===== src/rtl/snitch_icache_repl_ctrl_pkg.sv =====
// Shared definitions for the icache replacement/invalidation controller.
// Latency: n/a (types, constants and a configuration-legality helper only).
// Backpressure: n/a.
package snitch_icache_repl_ctrl_pkg;

    // Controller state; FLUSH is the reset state so every reset runs a full walk.
    typedef enum logic [1:0] {
        REPL_FLUSH = 2'd0,
        REPL_IDLE  = 2'd1,
        REPL_RESP  = 2'd2
    } repl_state_e;

    // Response fields are sized for the largest supported geometry; the
    // controller drives only the low SET_W / WAY_W bits.
    localparam int unsigned REPL_MAX_SET_W = 16;
    localparam int unsigned REPL_MAX_WAY_W = 8;

    typedef struct packed {
        logic [REPL_MAX_SET_W-1:0] set;
        logic [REPL_MAX_WAY_W-1:0] way;
        logic                      evict;
    } repl_rsp_t;

    // Geometry must be powers of two, at least 2, and fit the response struct.
    function automatic bit repl_cfg_legal(input int unsigned nr_sets,
                                          input int unsigned nr_ways);
        return (nr_sets >= 2) && (nr_ways >= 2)
            && ((nr_sets & (nr_sets - 1)) == 0)
            && ((nr_ways & (nr_ways - 1)) == 0)
            && ($clog2(nr_sets) <= REPL_MAX_SET_W)
            && ($clog2(nr_ways) <= REPL_MAX_WAY_W);
    endfunction

endpackage


===== src/rtl/snitch_icache_lfsr.sv =====
// Pseudo-random way generator: full-period N-bit sequence that includes 0.
// Latency: advances one step in the cycle after enable_i is sampled high.
// Backpressure: none; holds its value whenever enable_i is low.
// Ports: clk_i clock, rst_ni synchronous active-low reset (value 0),
//        enable_i step strobe, out_o current value.
module snitch_icache_lfsr #(
    parameter int unsigned N = 2
) (
    input  logic         clk_i,
    input  logic         rst_ni,
    input  logic         enable_i,
    output logic [N-1:0] out_o
);

    logic [N-1:0] r_state;

    // Stepping down by one visits all 2**N values; for N=2 it runs 0,3,2,1,0.
    always_ff @(posedge clk_i) begin
        if (!rst_ni) begin
            r_state <= '0;
        end else if (enable_i) begin
            r_state <= r_state - N'(1);
        end
    end

    assign out_o = r_state;

endmodule


===== src/rtl/snitch_icache_repl_ctrl.sv =====
// Icache replacement controller: invalidation walk after reset/flush, victim-way picking.
// Latency: request accept -> registered response next cycle; walk is NR_SETS cycles plus inv stalls.
// Backpressure: response held until rsp_ready_i; new request accepted in the same cycle it drains.
// Ports: clk_i/rst_i clock and sync active-high reset; flush_* flush request and done pulse;
//        req_* victim request (set + valid bits); rsp_* victim response; inv_* tag invalidate; busy_o.
module snitch_icache_repl_ctrl
    import snitch_icache_repl_ctrl_pkg::*;
#(
    parameter int unsigned NR_SETS = 32,
    parameter int unsigned NR_WAYS = 4,
    parameter int unsigned SET_W   = $clog2(NR_SETS),
    parameter int unsigned WAY_W   = $clog2(NR_WAYS)
) (
    input  logic               clk_i,
    input  logic               rst_i,
    input  logic               flush_valid_i,
    output logic               flush_ready_o,
    output logic               flush_done_o,
    input  logic               req_valid_i,
    output logic               req_ready_o,
    input  logic [SET_W-1:0]   req_set_i,
    input  logic [NR_WAYS-1:0] req_vld_ways_i,
    output logic               rsp_valid_o,
    input  logic               rsp_ready_i,
    output logic [SET_W-1:0]   rsp_set_o,
    output logic [WAY_W-1:0]   rsp_way_o,
    output logic               rsp_evict_o,
    output logic               inv_valid_o,
    input  logic               inv_ready_i,
    output logic [SET_W-1:0]   inv_set_o,
    output logic               busy_o
);

    repl_state_e      r_state;
    logic [SET_W-1:0] r_cnt;
    repl_rsp_t        r_rsp;

    logic [WAY_W-1:0] w_lfsr;
    logic             w_st_flush;
    logic             w_st_idle;
    logic             w_st_resp;
    logic             w_inv_hs;
    logic             w_last_set;
    logic             w_req_hs;
    logic             w_all_vld;
    logic             w_rnd_pick;
    logic             w_unused_rsp_hi;

    // Lowest-index way whose valid bit is clear.
    function automatic logic [WAY_W-1:0] first_free(input logic [NR_WAYS-1:0] vld);
        logic [WAY_W-1:0] idx;
        idx = '0;
        for (int i = NR_WAYS - 1; i >= 0; i--) begin
            if (!vld[i]) idx = WAY_W'(i);
        end
        return idx;
    endfunction

    // State decodes are masked by rst_i so every valid/ready is low during reset.
    assign w_st_flush = ~rst_i & (r_state == REPL_FLUSH);
    assign w_st_idle  = ~rst_i & (r_state == REPL_IDLE);
    assign w_st_resp  = ~rst_i & (r_state == REPL_RESP);

    assign w_last_set = (r_cnt == SET_W'(NR_SETS - 1));
    assign w_inv_hs   = w_st_flush & inv_ready_i;
    assign w_all_vld  = &req_vld_ways_i;
    assign w_req_hs   = req_valid_i & req_ready_o;
    assign w_rnd_pick = w_req_hs & w_all_vld;

    assign flush_ready_o = w_st_idle;
    // Flush wins over a simultaneous request; in RESP a draining response frees the slot.
    assign req_ready_o   = (w_st_idle | (w_st_resp & rsp_ready_i)) & ~flush_valid_i;
    assign flush_done_o  = w_inv_hs & w_last_set;
    assign inv_valid_o   = w_st_flush;
    assign inv_set_o     = rst_i ? '0 : r_cnt;
    assign rsp_valid_o   = w_st_resp;
    assign rsp_set_o     = rst_i ? '0 : r_rsp.set[SET_W-1:0];
    assign rsp_way_o     = rst_i ? '0 : r_rsp.way[WAY_W-1:0];
    assign rsp_evict_o   = ~rst_i & r_rsp.evict;
    assign busy_o        = ~rst_i & (r_state != REPL_IDLE);

    // Upper struct bits are always zero for this geometry.
    assign w_unused_rsp_hi = ^(r_rsp.set >> SET_W) ^ ^(r_rsp.way >> WAY_W);

    snitch_icache_lfsr #(
        .N (WAY_W)
    ) i_lfsr (
        .clk_i    (clk_i),
        .rst_ni   (~rst_i),
        .enable_i (w_rnd_pick),
        .out_o    (w_lfsr)
    );

    always_ff @(posedge clk_i) begin
        if (rst_i) begin
            r_state <= REPL_FLUSH;
            r_cnt   <= '0;
            r_rsp   <= '0;
        end else begin
            case (r_state)
                REPL_FLUSH: begin
                    if (w_inv_hs) begin
                        // Power-of-two set count: the increment wraps to 0 on the last set.
                        r_cnt <= r_cnt + SET_W'(1);
                        if (w_last_set) r_state <= REPL_IDLE;
                    end
                end
                REPL_IDLE: begin
                    if (flush_valid_i) begin
                        r_state <= REPL_FLUSH;
                        r_cnt   <= '0;
                    end else if (w_req_hs) begin
                        r_state <= REPL_RESP;
                    end
                end
                REPL_RESP: begin
                    if (!w_req_hs && rsp_ready_i) r_state <= REPL_IDLE;
                end
                default: r_state <= REPL_IDLE;
            endcase

            if (w_req_hs) begin
                r_rsp.set   <= REPL_MAX_SET_W'(req_set_i);
                r_rsp.way   <= REPL_MAX_WAY_W'(w_all_vld ? w_lfsr : first_free(req_vld_ways_i));
                r_rsp.evict <= w_all_vld;
            end
        end
    end

`ifndef SYNTHESIS
    always_ff @(posedge clk_i) begin
        assert (repl_cfg_legal(NR_SETS, NR_WAYS))
            else $error("snitch_icache_repl_ctrl: illegal NR_SETS/NR_WAYS");
    end
`endif

endmodule


===== config.mk =====
export PLATFORM = sky130hd
export DESIGN_NAME = snitch_icache_repl_ctrl
export DESIGN_NICKNAME = d
export VERILOG_FILES = /design/src/rtl/snitch_icache_repl_ctrl_pkg.sv /design/src/rtl/snitch_icache_lfsr.sv /design/src/rtl/snitch_icache_repl_ctrl.sv
export SDC_FILE = /design/constraint.sdc
export NUM_CORES = 1
export LEC_CHECK = 0
export BUFFER_PORTS_ARGS = -buffer_cell sky130_fd_sc_hd__buf_2
export CELL_PAD_IN_SITES_DETAIL_PLACEMENT = 1
export CELL_PAD_IN_SITES_GLOBAL_PLACEMENT = 1
export CORE_MARGIN = 10
export CORE_UTILIZATION = 32
export DETAILED_ROUTE_END_ITERATION = 6
export PLACE_DENSITY = 0.74
export SETUP_SLACK_MARGIN = 0.05
export SYNTH_ARGS = -nofsm -noshare
export SYNTH_HDL_FRONTEND = slang
export SYNTH_HIERARCHICAL = 1
export SYNTH_SLANG_ARGS = --single-unit

===== constraint.sdc =====
create_clock -name clk_i -period 1.65 [get_ports clk_i]
set_input_delay 0.4125 -clock clk_i [delete_from_list [all_inputs] [get_ports clk_i]]
set_output_delay 0.4125 -clock clk_i [all_outputs]
set_load 0.01 [all_outputs]

**Word level (Yosys, flattened, before mapping)**

Index checks and enable logic that the tools add are counted.
W data, S select, Z words.

- Flip-flop bits (word level): 17
- Latch bits: 0
- RAM bits: 0
- Memory bits (read-only): 0
- Memories kept: 0

- Add/subtract/negate cells: 2
- Multipliers: 0
- Divide/modulo/power cells: 0
- Order comparisons: 0
- Eq/ne operators: 9
- Shifts and indexed selects: 0
- Multiplexer cells: 17
- Bitwise gates (word level): 14
- Reductions and logical operators: 7

Operators with widths:

| kind | number |
|---|---|
| $mux W2 | 11 |
| $mux W5 | 4 |
| $and A1 B1 Y1 | 11 |
| $pmux W5 S2 | 1 |
| $reduce_and A4 Y1 | 2 |
| $ne A2 B2 Y1 const B | 3 |
| $pmux W2 S3 | 1 |
| $add A5 B1 Y5 const B | 1 |
| $eq A5 B5 Y1 const B | 1 |
| $ne A2 B1 Y1 const B | 2 |
| $ne A3 B3 Y1 const B | 1 |
| $reduce_and A3 Y1 | 1 |
| $eq A2 B1 Y1 const B | 1 |
| $eq A2 B2 Y1 const B | 1 |
| $logic_not A2 Y1 | 1 |
| $not A1 Y1 | 2 |
| $reduce_bool A2 Y1 | 1 |
| $sub A2 B1 Y2 const B | 1 |
| $logic_and A1 B1 Y1 | 1 |
| $logic_not A1 Y1 | 1 |
| $or A1 B1 Y1 | 1 |

**Longest topological paths before layout**

Gate-level depths: netlist (run 1).

- Depth in word-level cells: 10
- Mapped depth: 7
- Gate-level depth less buffers: 6

**Cells and area by module**

Netlist (run 1), hierarchy kept.

Modules (own cells, without submodules):

| module | times used | cells an instance | area an instance (µm²) | seq. area each (µm²) |
|---|---|---|---|---|
| snitch_icache_repl_ctrl | 1 | 101 | 905.9 | 300.3 |
| snitch_icache_lfsr | 1 | 8 | 80.1 | 40.0 |

**Worst setup path before layout (run 1)**

OpenSTA, ideal clock, no wires.

- Path kind: register to register
- Start: register r_state[1]
- End: register i_lfsr.r_state[1], in the netlist i_lfsr/out_o[1]
- Setup time: 0.123 ns
- Arrival time: 1.590 ns
- Data required time: 1.527 ns
- Path slack: -0.062 ns
- Stages on the path, launching flop included: 8
- Buffers on the path: 1
- Cell sequence: dfxtp_1 -> buf_6 -> and2b_4 -> a21oi_4 -> nor4b_4 -> and2_2 -> nor2b_1 -> o21ai_0

- Word-level cells in the longest chain between the ends: 7

Ends and longest elaborated chain:

| what | RTL line | RTL |
|---|---|---|
| from (decl) | snitch_icache_repl_ctrl.sv:34 | `repl_state_e r_state;` |
| from (signal assigned) | snitch_icache_repl_ctrl.sv:96 | `r_state <= REPL_FLUSH;` |
| from (signal assigned) | snitch_icache_repl_ctrl.sv:105 | `if (w_last_set) r_state <= REPL_IDLE;` |
| from (signal assigned) | snitch_icache_repl_ctrl.sv:110 | `r_state <= REPL_FLUSH;` |
| $eq A2 B2 Y1 | snitch_icache_repl_ctrl.sv:62 | `assign w_st_resp = ~rst_i & (r_state == REPL_RESP);` |
| $and A1 B1 Y1 | snitch_icache_repl_ctrl.sv:62 |  |
| $and A1 B1 Y1 | snitch_icache_repl_ctrl.sv:72 | `assign req_ready_o = (w_st_idle \| (w_st_resp & rsp_ready_i)) & ~flush_valid_i;` |
| $or A1 B1 Y1 (*) | snitch_icache_repl_ctrl.sv:72 |  |
| $and A1 B1 Y1 (*) | snitch_icache_repl_ctrl.sv:72 |  |
| $and A1 B1 Y1 (*) | snitch_icache_repl_ctrl.sv:67 | `assign w_req_hs = req_valid_i & req_ready_o;` |
| $and A1 B1 Y1 (*) | snitch_icache_repl_ctrl.sv:68 | `assign w_rnd_pick = w_req_hs & w_all_vld;` |
| net w_rnd_pick | snitch_icache_repl_ctrl.sv:46 | `logic w_rnd_pick;` |
| to (signal assigned) | snitch_icache_lfsr.sv:22 | `r_state <= r_state - N'(1);` |
| to (decl) | snitch_icache_lfsr.sv:15 | `logic [N-1:0] r_state;` |

The timed path passes the listed nets; every way through them passes the cells marked *.
A chain may end at the register's enable or synchronous reset.

**Final worst setup path (run 1)**

- Start: register r_cnt[0]
- End: output port flush_done_o

- Word-level cells in the longest chain between the ends: 2

Ends and longest elaborated chain:

| what | RTL line | RTL |
|---|---|---|
| from (decl) | snitch_icache_repl_ctrl.sv:35 | `logic [SET_W-1:0] r_cnt;` |
| from (signal assigned) | snitch_icache_repl_ctrl.sv:104 | `r_cnt <= r_cnt + SET_W'(1);` |
| $eq A5 B5 Y1 | snitch_icache_repl_ctrl.sv:64 | `assign w_last_set = (r_cnt == SET_W'(NR_SETS - 1));` |
| $and A1 B1 Y1 | snitch_icache_repl_ctrl.sv:73 | `assign flush_done_o = w_inv_hs & w_last_set;` |
| to (decl) | snitch_icache_repl_ctrl.sv:18 | `output logic flush_done_o,` |

No other way between the ends.

==> results of run 1 <==
layout make-up:
cell class / instances / share of cell area [%]
clock buffer: 3 / 1.53
clock inverter: 1 / 0.511
inverter: 2 / 0.511
multi-input combinational: 84 / 48.4
sequential: 17 / 23.7
tap: 33 / 2.81
timing repair buffer: 52 / 22.6
cell usage after synthesis (3+ instances only):
library cell,n,area share (%)
nor2b_1,22,14
dfxtp_1,17,35
mux2_2,7,8.0
nor2_1,7,2.7
nand2_1,6,2.3
a21oi_1,4,2.0
clkbuf_1,3,1.1
nand2b_1,3,1.9
nor3_1,3,1.5
power breakdown:
group	internal, W	total [W]	switching [W]
sequential	0.000413	0.000417	0.00000381
clock	0.0000924	0.000240	0.000147
combinational	0.0000513	0.000108	0.0000567
total	0.000556	0.000764	0.000208
path summary, 6_finish.rpt:
path,start,endpoint,slack [ns],cells after the start
setup / recovery,r_cnt[0]$_SDFFE_PP0P_,flush_done_o,-0.14,5
hold / removal,req_vld_ways_i[0],r_rsp[1]$_SDFFE_PP0P_,0.37,3
setup reg to reg,r_state[1]$_SDFFE_PP0P_,r_rsp[11]$_SDFFE_PP0P_,0.08,5
hold reg to reg,i_lfsr/out_o[1]$_SDFFE_PN0P_,i_lfsr/out_o[1]$_SDFFE_PN0P_,0.50,2
worst max-delay path: stages, from the launching register on:
cell,delay [ns]
dfxtp_2,0.35
ha_4,0.16
and3_4,0.18
ha_4,0.14
and2_4,0.13
buf_6,0.11
through the flow:
step / cell area [um^2] / setup WS (ns) / TNS (ns)
global placement: 1270 / 0.0346 / 0
detailed placement: 1270 / -0.0109 / -0.0165
global route: 1470 / -0.206 / -0.389
finish: 1470 / -0.136 / -0.178
CTS: 1420 / -0.157 / -0.231
floorplan: 995 / -0.0332 / -0.0502
routing by layer:
layer  share of wire [%]  global-route usage (%)  vias to the layer above
met5                   0                       0                        -
met4                 2.4                    5.15                        0
met3                 6.6                    3.91                        8
met2                  51                    20.7                       29
met1                  40                    12.3                      462
li1                    -                       -                      477
cells by family (layout without fill, tap and decap cells):
| family | count (synthesis) | after routing | share of synthesized area, % |
|---|---|---|---|
| adder cells (fa/ha/maj) | 2 | 2 | 2.54 |
| buffers and inverters | 8 | 58 | 3.93 |
| AO/OA/AOI/OAI | 19 | 19 | 14.6 |
| flip-flops | 17 | 17 | 34.5 |
| multiplexers | 7 | 7 | 8.00 |
| XOR/XNOR | 2 | 2 | 1.78 |
| AND/OR/NAND/NOR | 54 | 54 | 34.6 |
sequential cells by signal, indices dropped and copies added (netlist names):
register and cells:
r_cnt 5, i_lfsr/out_o 2, r_rsp 8, r_state 2
repair_timing:
action / in CTS / in global routing
hold endpoints to repair: 0 / 0
setup endpoints to repair: 12 / 14
pin swaps: 1 / 1
gates resized for setup: 20 / 10
buffers inserted: 4 / 2
==> impl_metrics.py, run 1 <==
metrics = {
    "cts": {
        "cts_tree": "built",
        "cts_num_sinks": 17,
        "clock-root-buffer": "clkbuf_4",
        "numCtsBuffers": 3,
        "cts_max_level": 1,
        "insertion_delay_ns": 0.30,
        "cts_max_path_buffers": 2,
        "ctsHoldBuffers": 0,
        "path_clk_slew_ns": 0.11,
    },
    "detailed_routing": {
        "wl_per_cell_um": 16.5,
        "drt_iter0_drc": 23,
        "drc": 0,
        "dr.pass1.iters": 2,
        "drtAntennaViolNets": 0,
        "vias": 976,
        "drt_wl_total_um": 3160,
        "viasPerCell": 5.08,
    },
    "sta": {
        "fin_skew_ns": 0.00286,
        "relSlewSlack_pct": 81.0,
        "finalCritPeriodShare_pct": 108,
        "tightest_slew_ns": 0.284,
        "setup_viol": 3,
        "drv_slew": 0,
        "setup_slack_ns": -0.136,
        "fin_hold_ws_ns": 0.367,
        "hold_viol_final": 0,
        "rsz0062_at_grt": "true",
        "fmax_mhz": 560,
        "finalCriticalPeriod_ns": 1.79,
    },
    "die": {
        "die-area_um2": 5700,
        "pin_count": 34,
        "die_w_um": 75.5,
        "start_util_pct": 32.8,
        "rows": 20,
        "fp.dieH_um": 75.5,
        "core_area_um2": 3000,
    },
    "placement": {
        "port_buffers": 33,
        "hpwlAfterDp_um": 2360,
        "dp.cells": 183,
        "place_congestion": 0.864,
    },
    "final_layout": {
        "ff_latch_area_um2": 348,
        "post-route-util_pct": 48.9,
        "layout_commonest_cell": "buf_2",
        "nFillCells": 360,
        "mostFrequentLayoutCells": "31 x buf_2, 21 x nor2b_1, 16 x buf_4",
        "num-nets-final": 177,
        "diodes": 0,
        "layout-drive-gt1-share_pct": 53.5,
        "area_growth_pct": 49.0,
        "finalNonFillerCells": 192,
        "multiInputGateArea_um2": 711,
    },
    "run_status": {
        "violations": "setup timing",
        "outcome": "finished, violations left",
    },
    "global_route": {
        "antenna_found_initial": 0,
        "grt_pass1_wl_um": 5090,
        "overflow": 0,
        "first_global_vias": 1055,
        "grt_usage_pct": 11.7,
        "grt_max_degree": 17,
    },
    "logic_synthesis": {
        "synth.ff_latch_count": 17,
        "synthesis.area_um2": 986,
        "synth-async-reset-ratio_pct": 0,
        "netlist_instances": 109,
        "synth-seq-area-share_pct": 34.5,
        "yosys_warnings": 6,
        "synth_edf_count": 0,
        "syn_nets": 126,
        "synthFlopType": "dfxtp_1",
        "syn_area_per_cell_um2": 9.05,
        "ys_types": 37,
    },
    "pwr": {
        "power_w": 0.000764,
        "vdd_ir_drop_max_mv": 0.345,
        "leakagePower_nw": 0.677,
        "power_density_nw_per_um2": 520,
    },
    "setup_path": {
        "setup.worst_path.class": "flop to primary output",
        "cp-end-kind": "primary output",
        "critPathArrivalTime_ns": 1.37,
        "worstPathRequired_ns": 1.24,
        "crit_fanout": 2,
        "cp-start-kind": "flop",
    },
    "flow_run": {
        "maxCapViolCount": 0,
    },
    "worst_hold_path": {
        "hp-class": "input port to flop",
    },
}
(Power assumes the default switching activity.)
==> inputs of run 2 (changes only) <==
--- a/config.mk
+++ b/config.mk
@@ -9,11 +9,10 @@
 export CELL_PAD_IN_SITES_DETAIL_PLACEMENT = 1
 export CELL_PAD_IN_SITES_GLOBAL_PLACEMENT = 1
 export CORE_MARGIN = 10
-export CORE_UTILIZATION = 32
+export CORE_UTILIZATION = 31
 export DETAILED_ROUTE_END_ITERATION = 6
 export PLACE_DENSITY = 0.74
 export SETUP_SLACK_MARGIN = 0.05
 export SYNTH_ARGS = -nofsm -noshare
 export SYNTH_HDL_FRONTEND = slang
-export SYNTH_HIERARCHICAL = 1
 export SYNTH_SLANG_ARGS = --single-unit
==> impl_metrics.py, run 2 <==
metrics = {
    "die": {
        "die_w_um": 73.4,
        "start_util_pct": 32.4,
        "die-area_um2": 5390,
        "rows": 19,
        "core_area_um2": 2730,
        "fp.dieH_um": 73.4,
        "pin_count": 34,
    },
    "sta": {
        "setup_viol": 4,
        "rsz0062_at_grt": "true",
        "relSlewSlack_pct": 77.3,
        "finalCriticalPeriod_ns": 1.78,
        "setup_slack_ns": -0.131,
        "fmax_mhz": 562,
        "finalCritPeriodShare_pct": 108,
        "tightest_slew_ns": 0.339,
        "drv_slew": 0,
        "hold_viol_final": 0,
        "fin_skew_ns": 0.00686,
    },
    "final_layout": {
        "layout_commonest_cell": "buf_2",
        "largest_reg_flops": 8,
        "area_growth_pct": 55.6,
        "finalNonFillerCells": 182,
        "diodes": 0,
        "mostFrequentLayoutCells": "32 x buf_2, 16 x nor2b_1, 13 x dfxtp_1, 13 x buf_4, 9 x buf_6",
        "regMostFlops": "r_rsp",
        "stdcell_area_um2": 1380,
        "num-nets-final": 169,
        "reg_top3": "r_rsp (8), r_cnt (5)",
        "layout-drive-gt1-share_pct": 48.3,
    },
    "cts": {
        "cts_max_level": 1,
        "cts_num_sinks": 17,
        "cts_tree": "built",
        "clock-root-buffer": "clkbuf_4",
        "path_clk_slew_ns": 0.10,
        "cts_max_path_buffers": 2,
        "insertion_delay_ns": 0.28,
        "numCtsBuffers": 3,
    },
    "detailed_routing": {
        "viasPerCell": 5.02,
        "wl_per_cell_um": 15.8,
        "vias": 914,
        "dr.pass1.iters": 2,
        "drc": 0,
        "drt_iter0_drc": 17,
        "drt_wl_total_um": 2880,
        "drtAntennaViolNets": 0,
    },
    "pwr": {
        "vdd_ir_drop_max_mv": 0.281,
        "power_w": 0.000730,
        "leakagePower_nw": 0.644,
        "power_density_nw_per_um2": 530,
    },
    "logic_synthesis": {
        "syn_nets": 116,
        "yosys.area_share.simple_pct": 29.7,
        "synth_fa_ha_area_share_pct": 2.83,
        "synth-seq-area-share_pct": 38.5,
        "ys_types": 34,
        "synth-xor-area-share_pct": 2.97,
        "yosysTopAreaCellShare_pct": 38.5,
        "synthesis.area_um2": 885,
        "synth.ff_latch_count": 17,
        "synth-async-reset-ratio_pct": 0,
        "yosys-top-cells-count": "17 x dfxtp_1, 17 x nor2b_1, 6 x nor2_1",
        "muxShareOfSynthArea_pct": 6.36,
        "yosys.area.top_type": "dfxtp_1",
        "netlist_instances": 99,
        "synth_top_family_by_area": "simple AND/OR/NAND/NOR gates",
        "synth_compound_area_share_pct": 15.3,
        "synth_edf_count": 0,
        "syn_area_per_cell_um2": 8.94,
        "synthFlopType": "dfxtp_1",
        "yosys_warnings": 0,
        "synthTopCellsByArea": "dfxtp_1 38%, nor2b_1 12%, mux2_1 6.4%",
    },
    "global_route": {
        "grt_pass1_wl_um": 4190,
        "grt_max_degree": 16,
        "grt_usage_pct": 9.61,
        "use_met1_pct": 9.22,
        "overflow": 0,
        "met2_usage_pct": 18.1,
        "antenna_found_initial": 0,
        "grt_busiest_layer": "met2",
        "first_global_vias": 923,
        "grt_use_met3_pct": 3.90,
    },
    "flow_run": {
        "maxCapViolCount": 0,
    },
    "placement": {
        "placed_cell_area_um2": 1170,
        "place_congestion": 0.770,
        "hpwlAfterDp_um": 2060,
        "port_buffers": 33,
        "dp.cells": 171,
        "dp_slack_ns": -0.143,
    },
    "setup_path": {
        "crit_fanout": 3,
        "cp-end-kind": "primary output",
        "cp-start-kind": "flop",
        "setup.worst_path.class": "flop to primary output",
        "worstPathRequired_ns": 1.24,
        "critPathArrivalTime_ns": 1.37,
    },
    "worst_hold_path": {
        "hp-class": "input port to flop",
    },
    "run_status": {
        "outcome": "finished, violations left",
        "violations": "setup timing",
    },
}
run 2: cell count changes in the layout (fill, tap and decap cells not counted), moves of 2 or more:
cell       delta
mux2_4        -7
mux2_1        +5
nor2b_1       -5
buf_6         +4
buf_4         -3
a21o_1        +2
a22oi_1       +2
a2bb2oi_1     -2
and2_4        -2
nand2b_1      -2
run 2: path summary, 6_finish.rpt:
path                                              startpoint                            to  slack, ns  cells after the start
worst max register to register       r_state[0]$_SDFFE_PP0P_  i_lfsr.out_o[1]$_SDFFE_PP0P_       0.07                      4
worst min register to register  i_lfsr.out_o[1]$_SDFFE_PP0P_  i_lfsr.out_o[1]$_SDFFE_PP0P_       0.49                      2
worst min-delay path                            req_set_i[3]        r_rsp[12]$_SDFFE_PP0P_       0.33                      2
worst max-delay path                 r_state[0]$_SDFFE_PP0P_                   req_ready_o      -0.13                      4
run 2: final cells by class:
cell class / instances / area (um^2)
fillers: 345 / 1360
multi-input cells: 73 / 596
repair buffers: 54 / 359
flip-flops and latches: 17 / 345
well taps: 31 / 38.8
clock buffers: 4 / 26.3
inverters: 3 / 11.3
run 2: worst max-delay path, stage by stage (launching register included):
cell and delay [ns]:
dfxtp_2 0.35, or3b_4 0.38, buf_6 0.13, a21oi_2 0.10
buf_2 0.13
run 2: repair_timing:
item | in CTS | in global routing
setup buffers | 1 | 6
hold buffers | 0 | 0
gates resized for setup | 12 | 15
pin swaps | 2 | 5
endpoints found under the setup margin | 4 | 14
run 2: logic make-up after synthesis:
kind of cell               count (synthesis)
adders and majority gates                  2
AOI/OAI and AO/OA                         20
xor gates and xnor gates                   3
buffers and inverters                      9
DFF                                       17
muxes                                      5
and+or+nand+nor                           43
run 2: where the power goes:
part | switching (W) | internal, W
sequential | 0.00000297 | 0.000413
combinational | 0.0000484 | 0.0000454
clock | 0.000126 | 0.0000938
total | 0.000178 | 0.000553
run 2: per-stage QoR:
| stage | hold slack (ns) | setup TNS (ns) | utilization [%] |
|---|---|---|---|
| floorplan | 0.458 | -0.405 | - |
| global placement | 0.470 | -0.663 | 42.8 |
| detailed placement | 0.479 | -0.930 | 42.8 |
| CTS | 0.327 | -0.312 | 45.9 |
| global route | 0.321 | -0.624 | 50.3 |
| finish | 0.328 | -0.383 | 50.3 |
run 2: per-layer routing:
layer,up-vias,wire (um)
li1,450,-
met1,438,1140
met2,24,1490
met3,2,229
met4,0,16
met5,-,0
==> inputs of run 3 (changes only) <==
--- a/config.mk
+++ b/config.mk
@@ -16,3 +16,4 @@
 export SYNTH_ARGS = -nofsm -noshare
 export SYNTH_HDL_FRONTEND = slang
 export SYNTH_SLANG_ARGS = --single-unit
+export TNS_END_PERCENT = 10
==> impl_metrics.py, run 3 (synthesis gave the netlist of run 2 again) <==
metrics = {
    "run_status": {
        "outcome": "finished, violations left",
        "violations": "setup timing",
    },
    "cts": {
        "numCtsBuffers": 3,
        "cts_num_sinks": 17,
        "cts_tree": "built",
        "clock-root-buffer": "clkbuf_4",
        "cts_max_level": 1,
        "ctsHoldBuffers": 0,
        "insertion_delay_ns": 0.28,
        "path_clk_slew_ns": 0.10,
        "cts_max_path_buffers": 2,
    },
    "setup_path": {
        "worst_r2r_endpoint": "i_lfsr.out_o[1]$_SDFFE_PP0P_",
        "critical_path.most_common_cell": "ha_4",
        "path_cells": "ha_4 > and3_4 > ha_4 > and2_4 > buf_6",
        "worstReg2RegStart": "r_state[0]$_SDFFE_PP0P_",
        "cp-start-kind": "flop",
        "critPathBufInv": 1,
        "cp_num_cells": 5,
        "crit_path_max_incr_delay_ns": 0.35,
        "cp-end-kind": "primary output",
        "rr_worst_depth": 5,
        "crit_fanout": 2,
        "crit_slowest_cell": "dfxtp_2",
        "critPathArrivalTime_ns": 1.36,
        "r2r_slack_ns": -0.05,
        "critPathTopFamily": "flip-flops",
        "worstPathRequired_ns": 1.24,
        "setup.worst_path.class": "flop to primary output",
    },
    "die": {
        "die-area_um2": 5390,
        "rows": 19,
        "fp.dieH_um": 73.4,
        "start_util_pct": 32.4,
        "pin_count": 34,
        "die_w_um": 73.4,
        "core_area_um2": 2730,
    },
    "final_layout": {
        "regMostFlops": "r_rsp",
        "post-route-util_pct": 48.4,
        "layout_commonest_cell": "buf_2",
        "layout-drive-gt1-share_pct": 47.7,
        "mostFrequentLayoutCells": "32 x buf_2, 17 x nor2b_1, 15 x buf_4",
        "largest_reg_flops": 8,
        "finalNonFillerCells": 180,
        "reg_top3": "r_rsp (8), r_cnt (5)",
        "diodes": 0,
        "area_growth_pct": 49.6,
        "num-nets-final": 167,
    },
    "global_route": {
        "first_global_vias": 940,
        "grt_max_degree": 16,
        "antenna_found_initial": 0,
        "overflow": 0,
        "grt_usage_pct": 10.1,
        "grt_pass1_wl_um": 4430,
    },
    "detailed_routing": {
        "drt_wl_total_um": 2800,
        "drt_iter0_drc": 26,
        "vias": 880,
        "dr.pass1.iters": 4,
        "drc": 0,
        "wl_per_cell_um": 15.5,
        "viasPerCell": 4.89,
        "drtAntennaViolNets": 0,
    },
    "sta": {
        "setup_tns_ns": -0.337,
        "rsz0062_at_grt": "true",
        "fin_skew_ns": 0.00436,
        "setup_slack_ns": -0.127,
        "fmax_mhz": 563,
        "finalCritPeriodShare_pct": 108,
        "hold_viol_final": 0,
        "tightest_slew_ns": 0.226,
        "drv_slew": 0,
        "setup_viol": 4,
        "finalCriticalPeriod_ns": 1.78,
        "relSlewSlack_pct": 84.8,
        "fin_hold_ws_ns": 0.354,
    },
    "worst_hold_path": {
        "holdPathStages": 2,
        "min_to": "r_rsp[9]$_SDFFE_PP0P_",
        "hp-class": "input port to flop",
        "hold_path_startpoint": "req_set_i[0]",
    },
    "pwr": {
        "leakagePower_nw": 0.637,
        "vdd_ir_drop_max_mv": 0.304,
        "power_density_nw_per_um2": 554,
    },
    "placement": {
        "port_buffers": 33,
        "dp.cells": 171,
        "place_congestion": 0.764,
        "hpwlAfterDp_um": 2060,
    },
    "flow_run": {
        "maxCapViolCount": 0,
    },
}
[run 3: worst max-delay path by stage]
stage               slack [ns]                           end               startpoint
global placement         -0.11  i_lfsr.out_o[1]$_SDFFE_PP0P_                    rst_i
finish                   -0.13                  flush_done_o    r_cnt[1]$_SDFFE_PP0P_
global route             -0.18                   req_ready_o  r_state[0]$_SDFFE_PP0P_
floorplan                -0.11  i_lfsr.out_o[1]$_SDFFE_PP0P_                    rst_i
detailed placement       -0.16  i_lfsr.out_o[1]$_SDFFE_PP0P_                    rst_i
CTS                      -0.14                  flush_done_o    r_cnt[1]$_SDFFE_PP0P_
[run 3: cell type report]
class	instances	area [um^2]
Clock buffer	4	26.3
Fill cell	338	1410
Inverter	3	11.3
Multi-Input combinational cell	73	574
Sequential cell	17	344
Tap cell	31	38.8
Timing Repair Buffer	52	329
[run 3: what timing repair did]
item / CTS / global route
endpoints found under the setup margin: 5 / 12
cloned: 0 / 0
resized for setup: 14 / 8
pin swaps: 1 / 4
setup buffers: 2 / 3
[run 3: through the flow]
step           area, um^2  total power, W  setup slack [ns]
2_1_floorplan         892        0.000460            -0.115
3_3_place_gp         1170        0.000504            -0.110
5_1_grt              1320        0.000774            -0.183
6_report             1320        0.000733            -0.127
3_5_place_dp         1170        0.000507            -0.155
4_1_cts              1260        0.000733            -0.140
[run 3: routing by layer]
metal	vias up	routed length [um]	global-route usage, %
met5	-	0	0
met2	23	1350	16.0
met3	2	197	4.17
met4	0	18	3.11
met1	410	1230	12.0
li1	445	-	-
[run 3: where the power goes]
| group | switching, W | internal, W | leakage (nW) |
|---|---|---|---|
| clock network | 0.000129 | 0.0000937 | 0.0150 |
| logic | 0.0000462 | 0.0000483 | 0.484 |
| registers | 0.00000302 | 0.000414 | 0.138 |
| total | 0.000178 | 0.000555 | 0.637 |
